`config.mk`:
```
export PLATFORM = sky130hd
export DESIGN_NAME = id_stage
export DESIGN_NICKNAME = d
export VERILOG_FILES = /design/src/rtl/id_pkg.sv /design/src/rtl/id_decoder.sv /design/src/rtl/id_stage.sv
export SDC_FILE = /design/constraint.sdc
export NUM_CORES = 1
export LEC_CHECK = 0
export CORE_MARGIN = 5
export CORE_UTILIZATION = 38
export DETAILED_ROUTE_END_ITERATION = 7
export PLACE_DENSITY_LB_ADDON = 0.1
export SLEW_MARGIN = 20
export SYNTH_ARGS = -nofsm -noshare
export SYNTH_HDL_FRONTEND = slang
export SYNTH_SLANG_ARGS = --single-unit
```
`constraint.sdc`:
```
create_clock -name clk -period 2.23 [get_ports clk]
set_input_delay 0.446 -clock clk [delete_from_list [all_inputs] [get_ports clk]]
set_output_delay 0.446 -clock clk [all_outputs]
set_load 0.01 [all_outputs]
```
`src/rtl/id_pkg.sv`:
```
// Shared decode definitions for the ID stage: opcode values, ALU operation
// encoding and the packed control bundle carried into the ID/EX register.
package id_pkg;

    localparam logic [5:0] OP_RTYPE = 6'b000000;
    localparam logic [5:0] OP_LW    = 6'b100011;
    localparam logic [5:0] OP_SW    = 6'b101011;
    localparam logic [5:0] OP_BEQ   = 6'b000100;
    localparam logic [5:0] OP_ADDI  = 6'b001000;
    localparam logic [5:0] OP_J     = 6'b000010;

    typedef enum logic [1:0] {
        ALU_ADD   = 2'b00,
        ALU_SUB   = 2'b01,
        ALU_FUNCT = 2'b10
    } alu_op_e;

    typedef struct packed {
        logic    reg_write;
        logic    mem_read;
        logic    mem_write;
        logic    alu_src;
        logic    branch;
        logic    jump;
        logic    illegal;
        alu_op_e alu_op;
    } ctrl_t;

    localparam ctrl_t CTRL_NONE = '{
        reg_write: 1'b0, mem_read: 1'b0, mem_write: 1'b0, alu_src: 1'b0,
        branch: 1'b0, jump: 1'b0, illegal: 1'b0, alu_op: ALU_ADD
    };

endpackage

```
`src/rtl/id_decoder.sv`:
```
// Combinational opcode decode: control bundle, destination register,
// rt-usage flag for hazard detection, and the extended immediate.
module id_decoder
    import id_pkg::*;
#(
    parameter int DATAWIDTH = 32
) (
    input  logic [31:0]          instr,
    output ctrl_t                ctrl,
    output logic [4:0]           dest,
    output logic                 uses_rt,
    output logic [DATAWIDTH-1:0] imm
);

    logic [5:0] opcode_s;
    logic [4:0] rt_s;
    logic [4:0] rd_s;
    logic       rw_raw_s;

    assign opcode_s = instr[31:26];
    assign rt_s     = instr[20:16];
    assign rd_s     = instr[15:11];

    // Jumps carry an unsigned 26-bit target; everything else a signed imm16.
    assign imm = (opcode_s == OP_J) ? {{(DATAWIDTH-26){1'b0}}, instr[25:0]}
                                    : {{(DATAWIDTH-16){instr[15]}}, instr[15:0]};

    // Opcode to control bundle; a zero destination never writes the regfile.
    always_comb begin
        ctrl     = CTRL_NONE;
        dest     = 5'd0;
        uses_rt  = 1'b0;
        rw_raw_s = 1'b0;
        case (opcode_s)
            OP_RTYPE: begin
                rw_raw_s    = 1'b1;
                dest        = rd_s;
                uses_rt     = 1'b1;
                ctrl.alu_op = ALU_FUNCT;
            end
            OP_LW: begin
                rw_raw_s      = 1'b1;
                dest          = rt_s;
                ctrl.mem_read = 1'b1;
                ctrl.alu_src  = 1'b1;
            end
            OP_SW: begin
                uses_rt        = 1'b1;
                ctrl.mem_write = 1'b1;
                ctrl.alu_src   = 1'b1;
            end
            OP_BEQ: begin
                uses_rt     = 1'b1;
                ctrl.branch = 1'b1;
                ctrl.alu_op = ALU_SUB;
            end
            OP_ADDI: begin
                rw_raw_s     = 1'b1;
                dest         = rt_s;
                ctrl.alu_src = 1'b1;
            end
            OP_J: begin
                ctrl.jump = 1'b1;
            end
            default: begin
                ctrl.illegal = 1'b1;
            end
        endcase
        ctrl.reg_write = rw_raw_s & (dest != 5'd0);
    end

endmodule

```
`src/rtl/id_stage.sv`:
```
// Instruction-decode stage: decode, load-use hazard bubble, flush, and the
// valid/ready ID/EX pipeline register feeding execute.
module id_stage
    import id_pkg::*;
#(
    parameter int DATAWIDTH = 32
) (
    input  logic                 clk,
    input  logic                 rst_n,
    input  logic                 in_valid,
    output logic                 in_ready,
    input  logic [31:0]          in_instr,
    input  logic [DATAWIDTH-1:0] in_pc,
    input  logic                 flush,
    output logic [4:0]           rf_raddr1,
    output logic [4:0]           rf_raddr2,
    input  logic [DATAWIDTH-1:0] rf_rdata1,
    input  logic [DATAWIDTH-1:0] rf_rdata2,
    output logic                 out_valid,
    input  logic                 out_ready,
    output logic [DATAWIDTH-1:0] out_rs_val,
    output logic [DATAWIDTH-1:0] out_rt_val,
    output logic [DATAWIDTH-1:0] out_imm,
    output logic [4:0]           out_dest,
    output logic [5:0]           out_funct,
    output logic [DATAWIDTH-1:0] out_pc,
    output logic [1:0]           out_alu_op,
    output logic                 out_reg_write,
    output logic                 out_mem_read,
    output logic                 out_mem_write,
    output logic                 out_alu_src,
    output logic                 out_branch,
    output logic                 out_jump,
    output logic                 out_illegal,
    output logic [15:0]          stall_cnt
);

    ctrl_t                ctrl_s;
    ctrl_t                ctrl_r;
    logic [4:0]           dest_s;
    logic                 uses_rt_s;
    logic [DATAWIDTH-1:0] imm_s;
    logic [4:0]           rs_s;
    logic [4:0]           rt_s;
    logic                 hazard_s;
    logic                 accept_s;

    id_decoder #(.DATAWIDTH(DATAWIDTH)) u_decoder (
        .instr   (in_instr),
        .ctrl    (ctrl_s),
        .dest    (dest_s),
        .uses_rt (uses_rt_s),
        .imm     (imm_s)
    );

    assign rs_s      = in_instr[25:21];
    assign rt_s      = in_instr[20:16];
    assign rf_raddr1 = rs_s;
    assign rf_raddr2 = rt_s;

    // A load still in ID/EX cannot supply its result to a dependent consumer.
    assign hazard_s = in_valid & out_valid & ctrl_r.mem_read & (out_dest != 5'd0)
                    & ((out_dest == rs_s) | (uses_rt_s & (out_dest == rt_s)));
    assign in_ready = ~flush & ~hazard_s & (~out_valid | out_ready);
    assign accept_s = in_valid & in_ready;

    assign out_alu_op    = ctrl_r.alu_op;
    assign out_reg_write = ctrl_r.reg_write;
    assign out_mem_read  = ctrl_r.mem_read;
    assign out_mem_write = ctrl_r.mem_write;
    assign out_alu_src   = ctrl_r.alu_src;
    assign out_branch    = ctrl_r.branch;
    assign out_jump      = ctrl_r.jump;
    assign out_illegal   = ctrl_r.illegal;

    // ID/EX register: flush wins, then accept, then drain into a bubble.
    always_ff @(posedge clk or negedge rst_n) begin
        if (!rst_n) begin
            out_valid  <= 1'b0;
            ctrl_r     <= CTRL_NONE;
            out_rs_val <= {DATAWIDTH{1'b0}};
            out_rt_val <= {DATAWIDTH{1'b0}};
            out_imm    <= {DATAWIDTH{1'b0}};
            out_pc     <= {DATAWIDTH{1'b0}};
            out_dest   <= 5'd0;
            out_funct  <= 6'd0;
        end else if (flush) begin
            out_valid <= 1'b0;
        end else if (accept_s) begin
            out_valid  <= 1'b1;
            ctrl_r     <= ctrl_s;
            out_rs_val <= rf_rdata1;
            out_rt_val <= rf_rdata2;
            out_imm    <= imm_s;
            out_pc     <= in_pc;
            out_dest   <= dest_s;
            out_funct  <= in_instr[5:0];
        end else if (out_ready) begin
            out_valid <= 1'b0;
        end
    end

    // Saturating count of cycles spent in a load-use hazard.
    always_ff @(posedge clk or negedge rst_n) begin
        if (!rst_n) begin
            stall_cnt <= 16'd0;
        end else if (hazard_s && (stall_cnt != 16'hFFFF)) begin
            stall_cnt <= stall_cnt + 16'd1;
        end
    end

endmodule
```
==> qor.yml <==
synth_seq_cells: 154
holdPathEnd: "out_imm[20]$_DFFE_PN0P_"
rr_startpoint: "out_dest[1]$_DFFE_PN0P_"
clock_tree.root_cell: "clkbuf_16"
leakage_uw: 0.00531
htree_levels: 4
die_w_um: 144
drv_cap: 0
violations: "negative setup slack"
wl_per_cell_um: 19.7
die_area_um2: 20700
fin_nets: 986
die_h_um: 144
hold_depth: 2
outcome: "finished with violations"
final_hold_viol_count: 0
clock_path_buffers: 2
clock_skew_ns: 0.0105
grt_start_max_net_pins: 49
setup_viol_count_final: 138
pre_cts_ws_ns: -0.964
firstDrtPassIters: 4
fin_ws_ns: -0.472
ios: 309
syn_inst: 478
syn_to_final_growth_pct: 73.3
seq_area_frac_synth_pct: 56.5
crit_required_ns: 1.78
path_clk_slew_ns: 0.06
core-area_um2: 17800
synthFlopType: "dfrtp_1"
yosys_warnings: 0
finalCritPeriodShare_pct: 121
synth_cell_type_count: 41
r2r.worst_path.cells: 10
fin_hold_ws_ns: 0.479
clock.fmax_ghz: 0.370
irDropWorstVdd_mv: 0.534
via_per_inst: 4.84
synth_fp_nets: 612
cts_tree: "built"
grtUsageTotal_pct: 19.3
hold_class: "reg -> reg"
crit_path_start_kind: "primary input"
fin_crit_ns: 2.70
synthArstFlopShare_pct: 100
num_vias: 5300
cts_num_sinks: 154
slew_viol_final: 0
critPathMaxStageDelay_ns: 0.53
post-route-util_pct: 66.3
path_cells: "clkdlybuf4s50_1 > xor2_1 > or4b_4 > o31a_1 > and3b_1 > buf_6"
grt_pass1_wl_mm: 30.6
power_uw: 8510
cp_max_fo: 2
drive_gt1_share_pct: 32.7
antenna_found_initial: 0
end_kind: "primary output"
reg2reg_slack_ns: -0.32
ant_nets: 0
synth-edff-count: 0
diodes: 0
grt-ovfl-total: 0
cts_buffers: 17
critPathKind: "in -> out"
wl_mm: 21.6
arrival_ns: 2.26
power.density_nw_per_um2: 720
tightest_slew_ns: 0.505
critPathSlowestCell: "or4b_4"
portBuffers: 308
hp-start: "out_imm[20]$_DFFE_PN0P_"
max_slew_margin_pct: 66.4
hpwl_mm: 15.5
drtIter0Drc: 222
syn_area_per_cell_um2: 14.3
row_count: 49
grt_pass1_vias: 5564
rsz0062_at_grt: "yes"
clk_latency_ns: 0.42
place.gp.congestion: 0.867
syn-cell-area_um2: 6820
initial_utilization_pct: 38.2
remaining_drc_errors: 0
r2r-end: "out_imm[1]$_DFFE_PN0P_"
metal layers:
metal  GRT usage (%)  up-vias  wire (µm)
li1                -     2443          -
met1            22.5     2644       8340
met2            32.8      191      11400
met3            6.46       22       1500
met4            7.48        0        403
met5               0        -          0
synth_stat cells, types with 6 or more instances:
master	count	area [µm²]
a21oi_1	6	30.0
a41oi_1	10	87.6
and3_1	6	37.5
buf_2	7	35.0
buf_4	21	158
buf_6	10	113
clkbuf_1	8	30.0
dfrtp_1	154	3850
mux2_2	30	338
mux2_4	85	1280
nand2_1	31	116
nand3_1	8	40.0
nor2_1	9	33.8
nor3_1	7	35.0
o21ai_0	21	105
xnor2_1	15	131
xor2_1	10	87.6
registers in the layout (all words and copies together), names as in the netlist:
signal / count
out_pc: 32
out_rs_val: 32
out_rt_val: 32
out_imm: 27
stall_cnt: 16
out_dest: 5
out_alu_op: 2
out_alu_src: 1
out_branch: 1
out_illegal: 1
out_jump: 1
out_mem_read: 1
out_mem_write: 1
out_reg_write: 1
out_valid: 1
critical path, delay by kind of cell:
family	cells	cell delay, ns
AO/OA/AOI/OAI	1	0.28
AND/OR/NAND/NOR	2	0.72
XOR/XNOR	1	0.21
buffers and inverters	2	0.59
power breakdown:
group / internal, µW / leakage, µW / switching, µW / total, µW
Clock: 1460 / 0.000253 / 1190 / 2660
Sequential: 3180 / 0.00187 / 235 / 3420
Combinational: 1590 / 0.00318 / 853 / 2440
what timing repair did:
action,in CTS,in global routing
buffers inserted,4,18
hold endpoints to repair,45,0
cloned,0,14
hold buffers,1,0
pin swaps,8,19
setup endpoints to repair,141,149
gates resized for setup,38,76
kinds of logic after synthesis:
family / Yosys count / synth area share, %
DFF: 154 / 56.5
muxes: 115 / 23.7
adders and majority gates: 1 / 0.183
AOI/OAI and AO/OA: 53 / 5.27
xor gates and xnor gates: 25 / 3.21
buffers and inverters: 47 / 4.97
and+or+nand+nor: 83 / 6.18
area by class of cell:
cell class,instances,area (µm²)
clock inverters,12,92.6
fillers,1323,6020
well taps,229,287
multi-input cells,277,2850
repair buffers,401,4280
inverters,1,3.75
clock buffers,20,447
flip-flops and latches,154,3860
how the worst max path moves through the flow:
stage,cells past startpoint,slack [ns],endpoint,start
after floorplan,5,-0.04,in_ready,out_dest[2]$_DFFE_PN0P_
after global placement,6,-0.93,in_ready,in_valid
after detailed placement,6,-0.96,in_ready,in_valid
after CTS,6,-0.52,in_ready,out_dest[4]$_DFFE_PN0P_
after global routing,6,-0.51,in_ready,in_instr[21]
final,6,-0.47,in_ready,in_instr[21]
per-stage QoR:
| step | area, µm² | cells | TNS, ns |
|---|---|---|---|
| after floorplan | 6860 | 478 | -0.0411 |
| after global placement | 10400 | 1027 | -89.95 |
| after detailed placement | 10400 | 1027 | -92.73 |
| after CTS | 11100 | 1064 | -19.47 |
| after global routing | 11800 | 1094 | -35.36 |
| final | 11800 | 1094 | -27.79 |
layout by cell type, fill, tap and decap left out, drive strengths merged, types with 3 or more instances in the layout:
cell type / instances
a22oi: 5
nor3: 7
xor2: 10
clkdlybuf4s50: 305
and3: 6
buf: 83
clkinvlp: 4
clkinv: 5
a41oi: 10
and4: 3
dfrtp: 154
nand2: 31
and2: 3
nand4: 5
clkbuf: 31
a21oi: 7
inv: 4
nor2: 9
mux2: 115
nand3: 8
o21ai: 23
xnor2: 15
No activity file was read; power rests on OpenSTA's default activity.
